<file path="config.mk">
export PLATFORM = sky130hd
export DESIGN_NAME = rotary_quad_conditioner
export DESIGN_NICKNAME = d
export VERILOG_FILES = /design/src/rtl/rotary_quad_conditioner.sv
export SDC_FILE = /design/constraint.sdc
export NUM_CORES = 1
export LEC_CHECK = 0
export ABC_AREA = 1
export ABC_CLOCK_PERIOD_IN_PS = 1600
export CAP_MARGIN = 20
export CORE_AREA = 8 8 101 103
export CTS_CLUSTER_DIAMETER = 200
export DETAILED_ROUTE_END_ITERATION = 6
export DIE_AREA = 0 0 109 111
export DONT_BUFFER_PORTS = 1
export GPL_TIMING_DRIVEN = 0
export PLACE_DENSITY = 0.41
export SLEW_MARGIN = 20
export SYNTH_ARGS = -nofsm -noshare
export SYNTH_HDL_FRONTEND = slang
export SYNTH_SLANG_ARGS = --single-unit
</file>
<file path="constraint.sdc">
create_clock -name clk -period 1.6 [get_ports clk]
set_clock_uncertainty 0.15 [all_clocks]
set_input_delay 0.16 -clock clk [delete_from_list [all_inputs] [get_ports clk]]
set_output_delay 0.16 -clock clk [all_outputs]
set_load 0.01 [all_outputs]
</file>
<file path="src/rtl/rotary_quad_conditioner.sv">
// Rotary encoder front end: per-pin synchroniser and debouncer, A-rise detent
// decoding with direction from B, and a wrapped detent position counter.
module rotary_quad_conditioner #(
   parameter int SYNC_STAGES     = 2,
   parameter int DEBOUNCE_CYCLES = 50000,
   parameter int CNT_W           = 16,
   parameter int DETENTS         = 20,
   parameter int POS_W           = 5
) (
   input  logic             clk,
   input  logic             rst_n,
   input  logic             enc_a,
   input  logic             enc_b,
   output logic             a_db,
   output logic             b_db,
   output logic             step,
   output logic             dir,
   output logic [POS_W-1:0] pos
);

   localparam logic [CNT_W-1:0] CNT_LAST = CNT_W'(DEBOUNCE_CYCLES - 1);
   localparam logic [CNT_W-1:0] CNT_ONE  = CNT_W'(1);
   localparam logic [CNT_W-1:0] CNT_ZERO = CNT_W'(0);
   localparam logic [POS_W-1:0] POS_LAST = POS_W'(DETENTS - 1);
   localparam logic [POS_W-1:0] POS_ONE  = POS_W'(1);
   localparam logic [POS_W-1:0] POS_ZERO = POS_W'(0);

   logic [SYNC_STAGES-1:0]     a_sync_r;
   logic [SYNC_STAGES-1:0]     b_sync_r;
   logic [1:0]                 sync_s;
   logic [1:0]                 db_r;
   logic [1:0][CNT_W-1:0]      cnt_r;
   logic                       a_db_q_r;
   logic                       b_db_q_r;
   logic                       rise_s;
   logic                       dir_next_s;
   logic [POS_W-1:0]           pos_next_s;
   logic                       step_r;
   logic                       dir_r;
   logic [POS_W-1:0]           pos_r;

   // Shift each raw pin into its synchroniser chain; chains idle high.
   always_ff @(posedge clk or negedge rst_n) begin
      if (!rst_n) begin
         a_sync_r <= {SYNC_STAGES{1'b1}};
         b_sync_r <= {SYNC_STAGES{1'b1}};
      end else begin
         a_sync_r <= {a_sync_r[SYNC_STAGES-2:0], enc_a};
         b_sync_r <= {b_sync_r[SYNC_STAGES-2:0], enc_b};
      end
   end

   // Debounce: a level is accepted only after DEBOUNCE_CYCLES consecutive mismatches.
   always_ff @(posedge clk or negedge rst_n) begin
      if (!rst_n) begin
         db_r  <= 2'b11;
         cnt_r <= {2{CNT_ZERO}};
      end else begin
         for (int i = 0; i < 2; i++) begin
            if (sync_s[i] == db_r[i]) begin
               cnt_r[i] <= CNT_ZERO;
            end else if (cnt_r[i] == CNT_LAST) begin
               db_r[i]  <= sync_s[i];
               cnt_r[i] <= CNT_ZERO;
            end else begin
               cnt_r[i] <= cnt_r[i] + CNT_ONE;
            end
         end
      end
   end

   // Rise detect and next position; direction uses B as registered alongside the A rise.
   always_comb begin
      sync_s     = {b_sync_r[SYNC_STAGES-1], a_sync_r[SYNC_STAGES-1]};
      rise_s     = db_r[0] & ~a_db_q_r;
      dir_next_s = ~b_db_q_r;
      pos_next_s = pos_r;
      if (dir_next_s) begin
         if (pos_r == POS_LAST) begin
            pos_next_s = POS_ZERO;
         end else begin
            pos_next_s = pos_r + POS_ONE;
         end
      end else begin
         if (pos_r == POS_ZERO) begin
            pos_next_s = POS_LAST;
         end else begin
            pos_next_s = pos_r - POS_ONE;
         end
      end
   end

   // Registered step/dir/pos; pos and dir move only on the cycle step is raised.
   always_ff @(posedge clk or negedge rst_n) begin
      if (!rst_n) begin
         a_db_q_r <= 1'b1;
         b_db_q_r <= 1'b1;
         step_r   <= 1'b0;
         dir_r    <= 1'b1;
         pos_r    <= POS_ZERO;
      end else begin
         a_db_q_r <= db_r[0];
         b_db_q_r <= db_r[1];
         step_r   <= rise_s;
         if (rise_s) begin
            dir_r <= dir_next_s;
            pos_r <= pos_next_s;
         end else begin
            dir_r <= dir_r;
            pos_r <= pos_r;
         end
      end
   end

   assign a_db = db_r[0];
   assign b_db = db_r[1];
   assign step = step_r;
   assign dir  = dir_r;
   assign pos  = pos_r;

endmodule

</file>
Yosys cells after proc, flatten, opt, wreduce, memory -nomap -nowiden. Cells that the tools add are included.

Register bits after elaboration: 47. Output and inout bits: 9. Input port bits: 4.

Reduce and logical (&&, ||, !) cells: 3. Bitwise gates (word level): 5. Eq/ne operators: 5. Mux-type cells: 7. Add/sub/neg operators: 4.

Operator list (count): $mux 16 (4); $add 16x1->16 const B (2); $eq 16x16->1 const B (2); $mux 5 (3); $add 5x1->5 const B (1); $eq 5x5->1 const B (1); $logic_not 5->1 (1); $sub 5x1->5 const B (1); $not 1->1 (4); $reduce_and 2->1 (2); $eq 1x1->1 (2); $and 1x1->1 (1).

Logic depth before layout (Yosys ltp). Gate-level depths: netlist of run 1.

Depth after elaboration: 3. Depth in mapped cells: 9. Depth with buffers taken out: 9.

Worst setup path after synthesis of run 1. No wires, ideal clock.

Path type: register to register. Start: register cnt_r[0] (netlist name). End: register cnt_r[13] (netlist name). Data arrival time: 1.156 ns. Slack: 0.175 ns. Library setup time: 0.119 ns. Clock period less this slack: 1.425 ns. Cell stages (with the launch flop): 9. Path through: dfrtp_1 -> ha_1 -> nand3_2 -> nor2_1 -> nand2_1 -> nand2_4 -> inv_4 -> nand2_1 -> nor2_1.

Cells in the longest elaborated chain, start to end: 3. Elaborated cells between the ends (all ways): 4. Classes of those cells: add/sub: 1; eq/ne: 1; mux: 2.

Ends and longest elaborated chain: start, declared (line 32) `logic [1:0][CNT_W-1:0] cnt_r;`; start signal, assigned (line 57) `cnt_r <= {2{CNT_ZERO}};`; start signal, assigned by index (line 66) `cnt_r[i] <= cnt_r[i] + CNT_ONE;`; $add 16x1->16 or $eq 16x16->1 (tied branches) (line 66, 62); $mux 16 * (line 62) `end else if (cnt_r[i] == CNT_LAST) begin`; $mux 16 * (line 60) `if (sync_s[i] == db_r[i]) begin`.

Every way passes the cells marked *; elsewhere a longest branch is shown, timed or not. A chain may end at the register's enable or synchronous reset.

Final worst setup path of run 1.
Start: register pos_r[0] (netlist: pos[0]). End: register pos_r[3] (netlist: pos[3]).

Cells in the longest elaborated chain, start to end: 3. Elaborated cells between the ends (all ways): 7. Classes of those cells: add/sub: 2; eq/ne: 1; mux: 3; reduce/logical: 1.

Ends and longest elaborated chain: start, declared (line 40) `logic [POS_W-1:0] pos_r;`; start signal, assigned (line 107) `pos_r <= pos_next_s;`; start signal, assigned (line 110) `pos_r <= pos_r;`; $add 5x1->5 (tied with other cells) (line 82) `pos_next_s = pos_r + POS_ONE;`; $mux 5 (on tied branches) (line 79, 85); $mux 5 * (line 78) `if (dir_next_s) begin`.

Marked as above.

==> key figures, run 1 <==
Synth
  – Post-synthesis cell count: approximately 320
  – Area share of the largest cell type after synthesis: 37.5%
  – Number of synthesized flops with an enable pin: 0
  – Synth area leader: dfrtp_1
  – Yosys reg bits: 47
  – Post-synthesis area per instance: slightly below 8 um^2
  – Net Count, Synth: ~330
  – Syn Std Cell Area: 0.00253 mm^2
  – Yosys warns: 0
  – Top cells by area, synth: dfrtp_1 (38%), nand2_1 (12%), dfstp_2 (9.3%)
  – Register area share after synthesis: 46.8%
  – Most common cell in the netlist: nand2_1
  – Netlist cell types: 31
  – Commonest cells in the netlist: nand2_1 (79), nor2_1 (62), dfrtp_1 (38)
  – Async set-reset flop share out of synthesis: 100%
  – Top_reg_cell synth: dfrtp_1

Detailed routing
  – First-pass iteration count of the detailed router: 4
  – Routed Wire Length: between 5000 and 6000 um
  – Drt initial violations: 78
  – Routed vias: ~1,900
  – Vias per std cell: about 4.4
  – Drt drc: 0
  – DRT antenna net count: 0
  – Routed length per placed instance: ~12 um

Floorplan
  – Starting density of the core: 29.6%
  – Core area: about 0.0086 mm^2
  – Die W: approximately 110 um
  – I/O pin count: 13
  – Die H: 111 um
  – Std-Cell Rows: 34
  – Full die area: about 0.012 mm^2

Global routing
  – First-pass GRT wire length: 9090 um
  – GRT Residual Overflow: 0
  – Antenna violations before repair: 0
  – Tot GR Track Use: about a tenth
  – Vias in the first global route: between 1,500 and 2,000
  – Largest net degree at the start of global routing: 48

Layout
  – Fillers: 900
  – Diodes inserted: 0
  – Final net count: approximately 340
  – Final cell count without fillers: ~440
  – Area growth, synth to finish: 16.5%
  – Design area: ~0.003 mm^2
  – Final core utilization: between 30% and 40%
  – Layout cells sized above 1: approximately 19%

Flow run
  – Max-cap viol count: 0

Clock tree
  – CTS H-tree depth: 2
  – Longest Clk Path Bufs: 2
  – CTS tree: yes
  – Clock Latency Late Sink: roughly 300 ps
  – Clk sinks: 47
  – Root Driver: clkbuf_8
  – Num CTS Buffers: 5
  – Reg clk slew, reported paths: about 90 ps

Placed design
  – Port buffer count: 0
  – DP Wirelength: between 3000 and 4000 um
  – Placed Instances: roughly 430
  – RD Place Congestion: around 0.78
  – Setup WS pre-CTS: -23.0 ps
  – Post-Place Cell Area: 0.00267 mm^2

STA
  – F_max: 666 MHz
  – Final setup fails: 0
  – RSZ-0062 raised after global routing: yes
  – Worst relative slew slack: about 65%
  – Setup ws final: just under 100 ps
  – Hold WS: approximately 200 ps
  – Max-slew violations: 0
  – Worst slew pin tran: between 500 and 600 ps
  – Final Cycle Share: between 90 and 100%
  – Fin Setup TNS: 0 ps
  – Hold Violations, Final: 0
  – Fin crit period: around 1500 ps

Power and ir drop
  – Peak supply drop: between 0.3 and 0.4 mV
  – P per Cell Area: about 770 mW/mm^2
  – Final Power: 2.27 mW
  – Leak Pwr: between 1 and 1.5 nW

Worst setup path
  – CP Launch Type: flip-flop
  – Highest net fanout along the worst path: 5
  – CP top delay family: flip-flops
  – Worst Path Required: between 1500 and 2000 ps
  – CP Capture Type: flip-flop
  – WS Path Type: flip-flop to flip-flop
  – Worst path cell trace: inv_2, ha_2, nand3_1, nand2_1, inv_1, nand2_1, nand2_1, nand2_1, nand2_1
  – Crit-path max cell delay: 470 ps
  – Crit path top cell by count: nand2_1
  – CP bufs+invs: 2
  – Slowest-stage cell, CP: dfrtp_2
  – Crit path DAT: roughly 1600 ps

Hold path
  – Min-delay worst type: primary input to asynchronous set/reset pin

Outcome
  – Status: complete, no violations
[final timing paths]
path	endpoint	from	slack (ps)	cells after the start
max reg2reg	pos[3]$_DFFE_PN0P_	pos[0]$_DFFE_PN0P_	100	9
min reg2reg	a_sync_r[1]$_DFF_PN1_	a_sync_r[0]$_DFF_PN1_	210	0
min	cnt_r[31]$_DFF_PN0_	rst_n	200	2
min in group clk	a_sync_r[1]$_DFF_PN1_	a_sync_r[0]$_DFF_PN1_	210	0
max	pos[3]$_DFFE_PN0P_	pos[0]$_DFFE_PN0P_	100	9
max in group asynchronous	dir$_DFFE_PN1P_	rst_n	830	2
[state kept, by name (all words and copies together) (netlist names)]
signal and count:
db_r 2, pos 5, a_db_q_r 1, a_sync_r 2, cnt_r 32, b_sync_r 2, b_db_q_r 1, step 1
dir 1
[routing by layer]
metal	share of wire (%)	track usage [%]	up-vias	wire length [um]
met3	4.2	2.67	6	220
met5	0	0	-	0
met2	44	14.1	21	2320
met1	51	12.3	889	2670
li1	-	-	1030	-
met4	1.2	3.01	0	65
[worst register-to-register path, stage by stage (launching register included)]
cell     delay, ps
dfrtp_2        470
inv_2          100
ha_2           200
nand3_1        130
nand2_1        110
inv_1           50
nand2_1         50
nand2_1         50
nand2_1         50
nand2_1         40
[report_power, final]
group	total [mW]	switching [mW]	internal, mW
Clock	0.938	0.432	0.507
Sequential	1.22	0.0153	1.21
Combinational	0.106	0.0635	0.0424
[cells in the final DEF, fill, tap and decap left out, types with 2 or more instances in the layout]
| master | synthesis | layout |
|---|---|---|
| nand2_1 | 79 | 77 |
| nor2_1 | 62 | 58 |
| dfrtp_1 | 38 | 37 |
| inv_1 | 30 | 29 |
| nand3_1 | 23 | 23 |
| a21oi_1 | 10 | 10 |
| xor2_1 | 11 | 10 |
| nor2_2 | 7 | 9 |
| dfstp_2 | 9 | 9 |
| inv_2 | 6 | 7 |
| nor2_4 | 4 | 6 |
| clkbuf_8 | 0 | 6 |
| nand2_2 | 3 | 5 |
| nor3_1 | 5 | 5 |
| buf_4 | 0 | 4 |
| nand4_1 | 3 | 3 |
| o21bai_1 | 3 | 3 |
| xnor2_1 | 3 | 3 |
| nand2_4 | 3 | 3 |
| dlygate4sd3_1 | 0 | 3 |
| o21ai_1 | 1 | 2 |
| nor3b_1 | 2 | 2 |
| o21ai_0 | 3 | 2 |
| ha_2 | 0 | 2 |
[kinds of logic (layout without fill, tap and decap cells)]
group / Yosys count / count (layout) / share of synthesized area [%]
and+or+nand+nor: 195 / 195 / 35.2
xor gates and xnor gates: 15 / 15 / 5.48
buffers and inverters: 38 / 55 / 5.77
adders and majority gates: 4 / 4 / 1.97
DFF: 47 / 47 / 46.8
AOI/OAI and AO/OA: 20 / 20 / 4.74
[cell type report]
| class | count | area, um^2 | area share [%] |
|---|---|---|---|
| Buffer | 1 | 5.00 | 0.169 |
| Tap cell | 108 | 135 | 4.57 |
| Clock buffer | 6 | 82.6 | 2.80 |
| Multi-Input combinational cell | 234 | 1260 | 42.6 |
| Clock inverter | 2 | 35.0 | 1.19 |
| Timing Repair Buffer | 9 | 108 | 3.64 |
| Inverter | 37 | 141 | 4.79 |
| Sequential cell | 47 | 1190 | 40.2 |
[repair_timing]
item,CTS,global route
endpoints found under the setup margin,8,29
endpoints found under the hold margin,49,0
buffers inserted,2,3
hold buffers,4,0
gates resized for setup,1,16
pin swaps,1,5
Note: power is estimated with default switching activity, not from simulation.
==> run 2, diff against run 1 <==
Settings changed: ABC_CLOCK_PERIOD_IN_PS 1600 to 1950, CORE_AREA 8 8 101 103 to 8 8 85 87, DIE_AREA 0 0 109 111 to 0 0 93 95, PLACE_DENSITY 0.41 to 0.56, TNS_END_PERCENT set to 20.
Clock period 1.6 ns to 1.95 ns, I/O delays scaled along.
==> key figures, run 2 (synthesis results as in run 1) <==
Detailed routing
  – Routed length per placed instance: between 10 and 15 um
  – Vias per std cell: a little under 5
  – Routed Wire Length: 4920 um
  – DRT antenna net count: 0
  – First-pass iteration count of the detailed router: 4
  – Routed vias: ~2,000
  – Drt drc: 0
  – Drt initial violations: 90

Clock tree
  – Clk sinks: between 40 and 50
  – Clock Latency Late Sink: 300 ps
  – Post-CTS Setup Bufs: 0
  – CTS resizes: 0
  – CTS tree: yes
  – Reg clk slew, reported paths: 90 ps
  – Longest Clk Path Bufs: 2
  – CTS H-tree depth: 2
  – Num CTS Buffers: 5
  – Root Driver: clkbuf_8

STA
  – Worst relative slew slack: about two thirds
  – Hold WS: about 210 ps
  – Hold Violations, Final: 0
  – Worst slew pin tran: about 480 ps
  – F_max: between 600 and 700 MHz
  – Fin Setup TNS: 0 ps
  – RSZ-0062 raised after global routing: no
  – Final Cycle Share: a little over four fifths
  – Final setup fails: 0
  – Fin crit period: roughly 1600 ps
  – Max-slew violations: 0

Global routing
  – Met1 Use GR: between 10% and 20%
  – Largest net degree at the start of global routing: 48
  – Antenna violations before repair: 0
  – Global-route met2 utilization: a little under 20%
  – Vias in the first global route: 1,830
  – First-pass GRT wire length: 8770 um
  – GRT Residual Overflow: 0
  – Met3 Usage GRT: roughly 3.1%
  – Tot GR Track Use: between 10% and 20%
  – GR peak layer: met2

Flow run
  – Max-cap viol count: 0

Worst setup path
  – CP Capture Type: flip-flop
  – Worst Path Required: about 2000 ps
  – R2r worst-path depth: 8
  – R2r startpoint: cnt_r[0]$_DFF_PN0_
  – Flop-to-flop setup slack: roughly 300 ps
  – WS Path Type: flip-flop to flip-flop
  – Crit path DAT: around 1700 ps
  – Highest net fanout along the worst path: 8
  – FF-to-FF End: cnt_r[13]$_DFF_PN0_
  – CP Launch Type: flip-flop

Outcome
  – Status: complete, no violations

Hold path
  – End of the worst hold path: b_sync_r[1]$_DFF_PN1_
  – WHS Path Cells: 0
  – Critical hold path startpoint: b_sync_r[0]$_DFF_PN1_
  – Min-delay worst type: flip-flop to flip-flop

Floorplan
  – Die H: 95 um
  – Std-Cell Rows: 28
  – Core area: 0.00582 mm^2
  – Full die area: approximately 0.0088 mm^2
  – Starting density of the core: around 44%
  – I/O pin count: 13
  – Die W: between 90 and 100 um

Layout
  – Max reg flops: 32
  – Commonest non-fill, non-tap cell in the layout: nand2_1
  – Area of the multi-input gates: between 0.001 and 0.0015 mm^2
  – Final net count: 338
  – Fillers: approximately 570
  – Area growth, synth to finish: 9.48%
  – Reg with most FFs: cnt_r
  – Diodes inserted: 0
  – Register area: ~0.0012 mm^2
  – Most frequent cells in the layout: nand2_1 (79), nor2_1 (62), dfrtp_1 (38), inv_1 (30), nand3_1 (23)
  – Layout cells sized above 1: between 10% and 20%

Placed design
  – Port buffer count: 0
  – DP Wirelength: between 3000 and 4000 um
  – RD Place Congestion: between 0.8 and 0.9

Power and ir drop
  – Leak Pwr: about 1.2 nW
  – Peak supply drop: about 0.35 mV
  – P per Cell Area: 597 mW/mm^2
[run 2: report_power, final]
group	internal, mW	switching [mW]
clock	0.250	0.333
sequential	0.992	0.0109
combinational	0.0236	0.0471
total	1.27	0.391
[run 2: critical path, cell delays in order (launching register included)]
cell,delay (ps)
dfrtp_1,410
ha_1,230
nand3_2,150
nor2_1,180
nand2_1,130
nand2_4,150
inv_4,60
nand2_1,50
nor2_1,40
[run 2: stage by stage]
step	area (um^2)	utilization, %	setup slack [ps]	total power, mW	std cells
4_1_cts	2780	47.7	298	1.70	406
3_5_place_dp	2630	45.2	324	1.06	394
5_1_grt	2780	47.7	149	1.75	406
3_3_place_gp	2630	45.2	321	1.06	394
6_report	2780	47.7	303	1.66	406
2_1_floorplan	2530	-	525	1.05	319
[run 2: how the worst max path moves through the flow]
stage                             start                  end  cells after the start
global route         cnt_r[0]$_DFF_PN0_  cnt_r[15]$_DFF_PN0_                      8
finish               cnt_r[0]$_DFF_PN0_  cnt_r[13]$_DFF_PN0_                      8
floorplan            cnt_r[0]$_DFF_PN0_  cnt_r[13]$_DFF_PN0_                      8
CTS                  cnt_r[0]$_DFF_PN0_  cnt_r[13]$_DFF_PN0_                      8
global placement    cnt_r[16]$_DFF_PN0_  cnt_r[31]$_DFF_PN0_                      8
detailed placement   cnt_r[0]$_DFF_PN0_  cnt_r[13]$_DFF_PN0_                      8
[run 2: layout make-up]
| class | instances | share of cell area, % |
|---|---|---|
| well taps | 75 | 3.38 |
| repair buffers | 4 | 2.07 |
| clock buffers | 5 | 2.48 |
| multi-input cells | 234 | 43.3 |
| flip-flops and latches | 47 | 42.8 |
| plain buffers | 1 | 0.180 |
| inverters | 37 | 5.09 |
| clock inverters | 3 | 0.721 |
[run 2: routing by layer]
layer,vias up,routed length (um)
li1,1014,-
met1,912,2490
met2,33,2190
met3,6,186
met4,0,52
met5,-,0
[run 2: timing repair]
action / in CTS / in global routing
hold endpoints to repair: 49 / 0
endpoints found under the setup margin: 0 / 0
hold buffers: 4 / 0
==> run 3, diff against run 2 <==
Settings changed: ABC_CLOCK_PERIOD_IN_PS 1950 to 1400, PLACE_DENSITY 0.56 to 0.58.
Clock period 1.95 ns to 1.4 ns, I/O delays scaled along.
==> key figures, run 3 (synthesis results as in run 1) <==
Outcome
  – Status: finished, violations left
  – Failing checks: negative setup slack

Worst setup path
  – Worst Path Required: approximately 1500 ps
  – Flop-to-flop setup slack: -80 ps
  – Slowest-stage cell, CP: dfrtp_1
  – Highest net fanout along the worst path: 4
  – CP Capture Type: flip-flop
  – Crit path top cell by count: buf_4
  – Crit path DAT: 1570 ps
  – CP Launch Type: flip-flop
  – Worst path cell trace: ha_2, nand3_4, nor2_4, buf_4, buf_4, buf_4, nand3_1, nand2_1
  – WS Path Type: flip-flop to flip-flop
  – Crit-path max cell delay: 400 ps

STA
  – Final setup fails: 20
  – Fin crit period: 1480 ps
  – Final Cycle Share: 106%
  – Setup ws final: -83.2 ps
  – Worst relative slew slack: 77.3%
  – Worst slew pin tran: approximately 340 ps
  – Hold Violations, Final: 0
  – Fin Setup TNS: -906 ps
  – RSZ-0062 raised after global routing: yes
  – Hold WS: ~210 ps
  – Max-slew violations: 0
  – F_max: between 600 and 700 MHz

Clock tree
  – CTS tree: yes
  – Clock Latency Late Sink: around 300 ps
  – CTS H-tree depth: 2
  – Reg clk slew, reported paths: 90 ps
  – Longest Clk Path Bufs: 2
  – Clk sinks: 47
  – Num CTS Buffers: 5
  – Root Driver: clkbuf_8

Floorplan
  – Full die area: between 0.008 and 0.009 mm^2
  – Std-Cell Rows: 28
  – Die W: a little over 90 um
  – I/O pin count: 13
  – Core area: 0.00582 mm^2
  – Starting density of the core: a little over two fifths
  – Die H: about 95 um

Layout
  – Layout cells sized above 1: roughly a quarter
  – Design area: between 0.003 and 0.004 mm^2
  – Reg with most FFs: cnt_r
  – Final net count: roughly 350
  – Final core utilization: 53.2%
  – Commonest non-fill, non-tap cell in the layout: nand2_1
  – Final cell count without fillers: between 400 and 500
  – Fillers: 561
  – Most frequent cells in the layout: nand2_1 (75), nor2_1 (49), dfrtp_1 (36), inv_1 (29), nand3_1 (17)
  – Area growth, synth to finish: 22.1%
  – Diodes inserted: 0
  – Max reg flops: 32

Global routing
  – Vias in the first global route: ~1,900
  – First-pass GRT wire length: roughly 8800 um
  – Tot GR Track Use: around 12%
  – Largest net degree at the start of global routing: between 40 and 50
  – Antenna violations before repair: 0
  – GRT Residual Overflow: 0

Detailed routing
  – Highest routed metal layer: met4
  – Met3 Routed Length: around 200 um
  – Wl on met1: between 2000 and 2500 um
  – First-pass iteration count of the detailed router: 4
  – Routed vias: roughly 2,000
  – Drt initial violations: about 130
  – Routed length per placed instance: ~13 um
  – Routed Wire Length: approximately 5200 um
  – DRT antenna net count: 0
  – Met2 routed WL: between 2000 and 3000 um
  – Drt drc: 0
  – Vias per std cell: 4.80

Power and ir drop
  – Leak Pwr: ~1.3 nW
  – P per Cell Area: between 800 and 900 mW/mm^2
  – Peak supply drop: around 0.43 mV

Placed design
  – RD Place Congestion: between 0.8 and 0.9
  – DP Wirelength: between 3000 and 4000 um
  – Port buffer count: 0
  – Placed Instances: approximately 390
  – Post-Place Cell Area: 0.00263 mm^2

Hold path
  – Min-delay worst type: flip-flop to flip-flop

Flow run
  – Max-cap viol count: 0
## run 3: worst max-delay path, delay by kind of cell (launching register included)
| kind | cells | cell delay [ps] |
|---|---|---|
| adders and majority gates | 1 | 210 |
| buffers and inverters | 3 | 360 |
| DFF | 1 | 400 |
| and+or+nand+nor | 4 | 310 |
## run 3: worst paths after layout
path,end,depth (start not counted),from
setup reg to reg,db_r[0]$_DFFE_PN1P_,8,cnt_r[0]$_DFF_PN0_
min in group asynchronous,cnt_r[27]$_DFF_PN0_,2,rst_n
setup / recovery,db_r[0]$_DFFE_PN1P_,8,cnt_r[0]$_DFF_PN0_
hold reg to reg,b_sync_r[1]$_DFF_PN1_,0,b_sync_r[0]$_DFF_PN1_
hold / removal,b_sync_r[1]$_DFF_PN1_,0,b_sync_r[0]$_DFF_PN1_
max in group asynchronous,b_sync_r[0]$_DFF_PN1_,2,rst_n
## run 3: through the flow
step           total power [mW]  setup slack (ps)
3_3_place_gp               1.48              -215
3_5_place_dp               1.48              -192
2_1_floorplan              1.47            -0.791
4_1_cts                    2.55              -100
5_1_grt                    2.67              -149
6_report                   2.58             -83.2
## run 3: per-layer routing
layer  vias up  global-route usage (%)
li1       1046                       -
met1       931                    15.2
met2        24                    20.5
met3         2                    3.33
met4         0                    3.76
met5         -                       0
## run 3: power by group
group / internal (mW) / switching (mW)
registers: 1.38 / 0.0202
clock network: 0.578 / 0.463
logic: 0.0610 / 0.0780
## run 3: what timing repair did
item / 4_1_cts / 5_1_grt
pin swaps: 13 / 6
hold buffers: 2 / 2
endpoints found under the hold margin: 49 / 47
setup endpoints to repair: 33 / 38
gates resized for setup: 24 / 20
buffers inserted: 7 / 4
## run 3: cell type report
class / count / area (um^2) / area share (%)
plain buffers: 1 / 11.3 / 0.364
inverters: 37 / 141 / 4.57
well taps: 75 / 93.8 / 3.03
repair buffers: 15 / 165 / 5.34
clock inverters: 2 / 35.0 / 1.13
multi-input cells: 234 / 1380 / 44.5
flip-flops and latches: 47 / 1190 / 38.4
clock buffers: 6 / 82.6 / 2.67
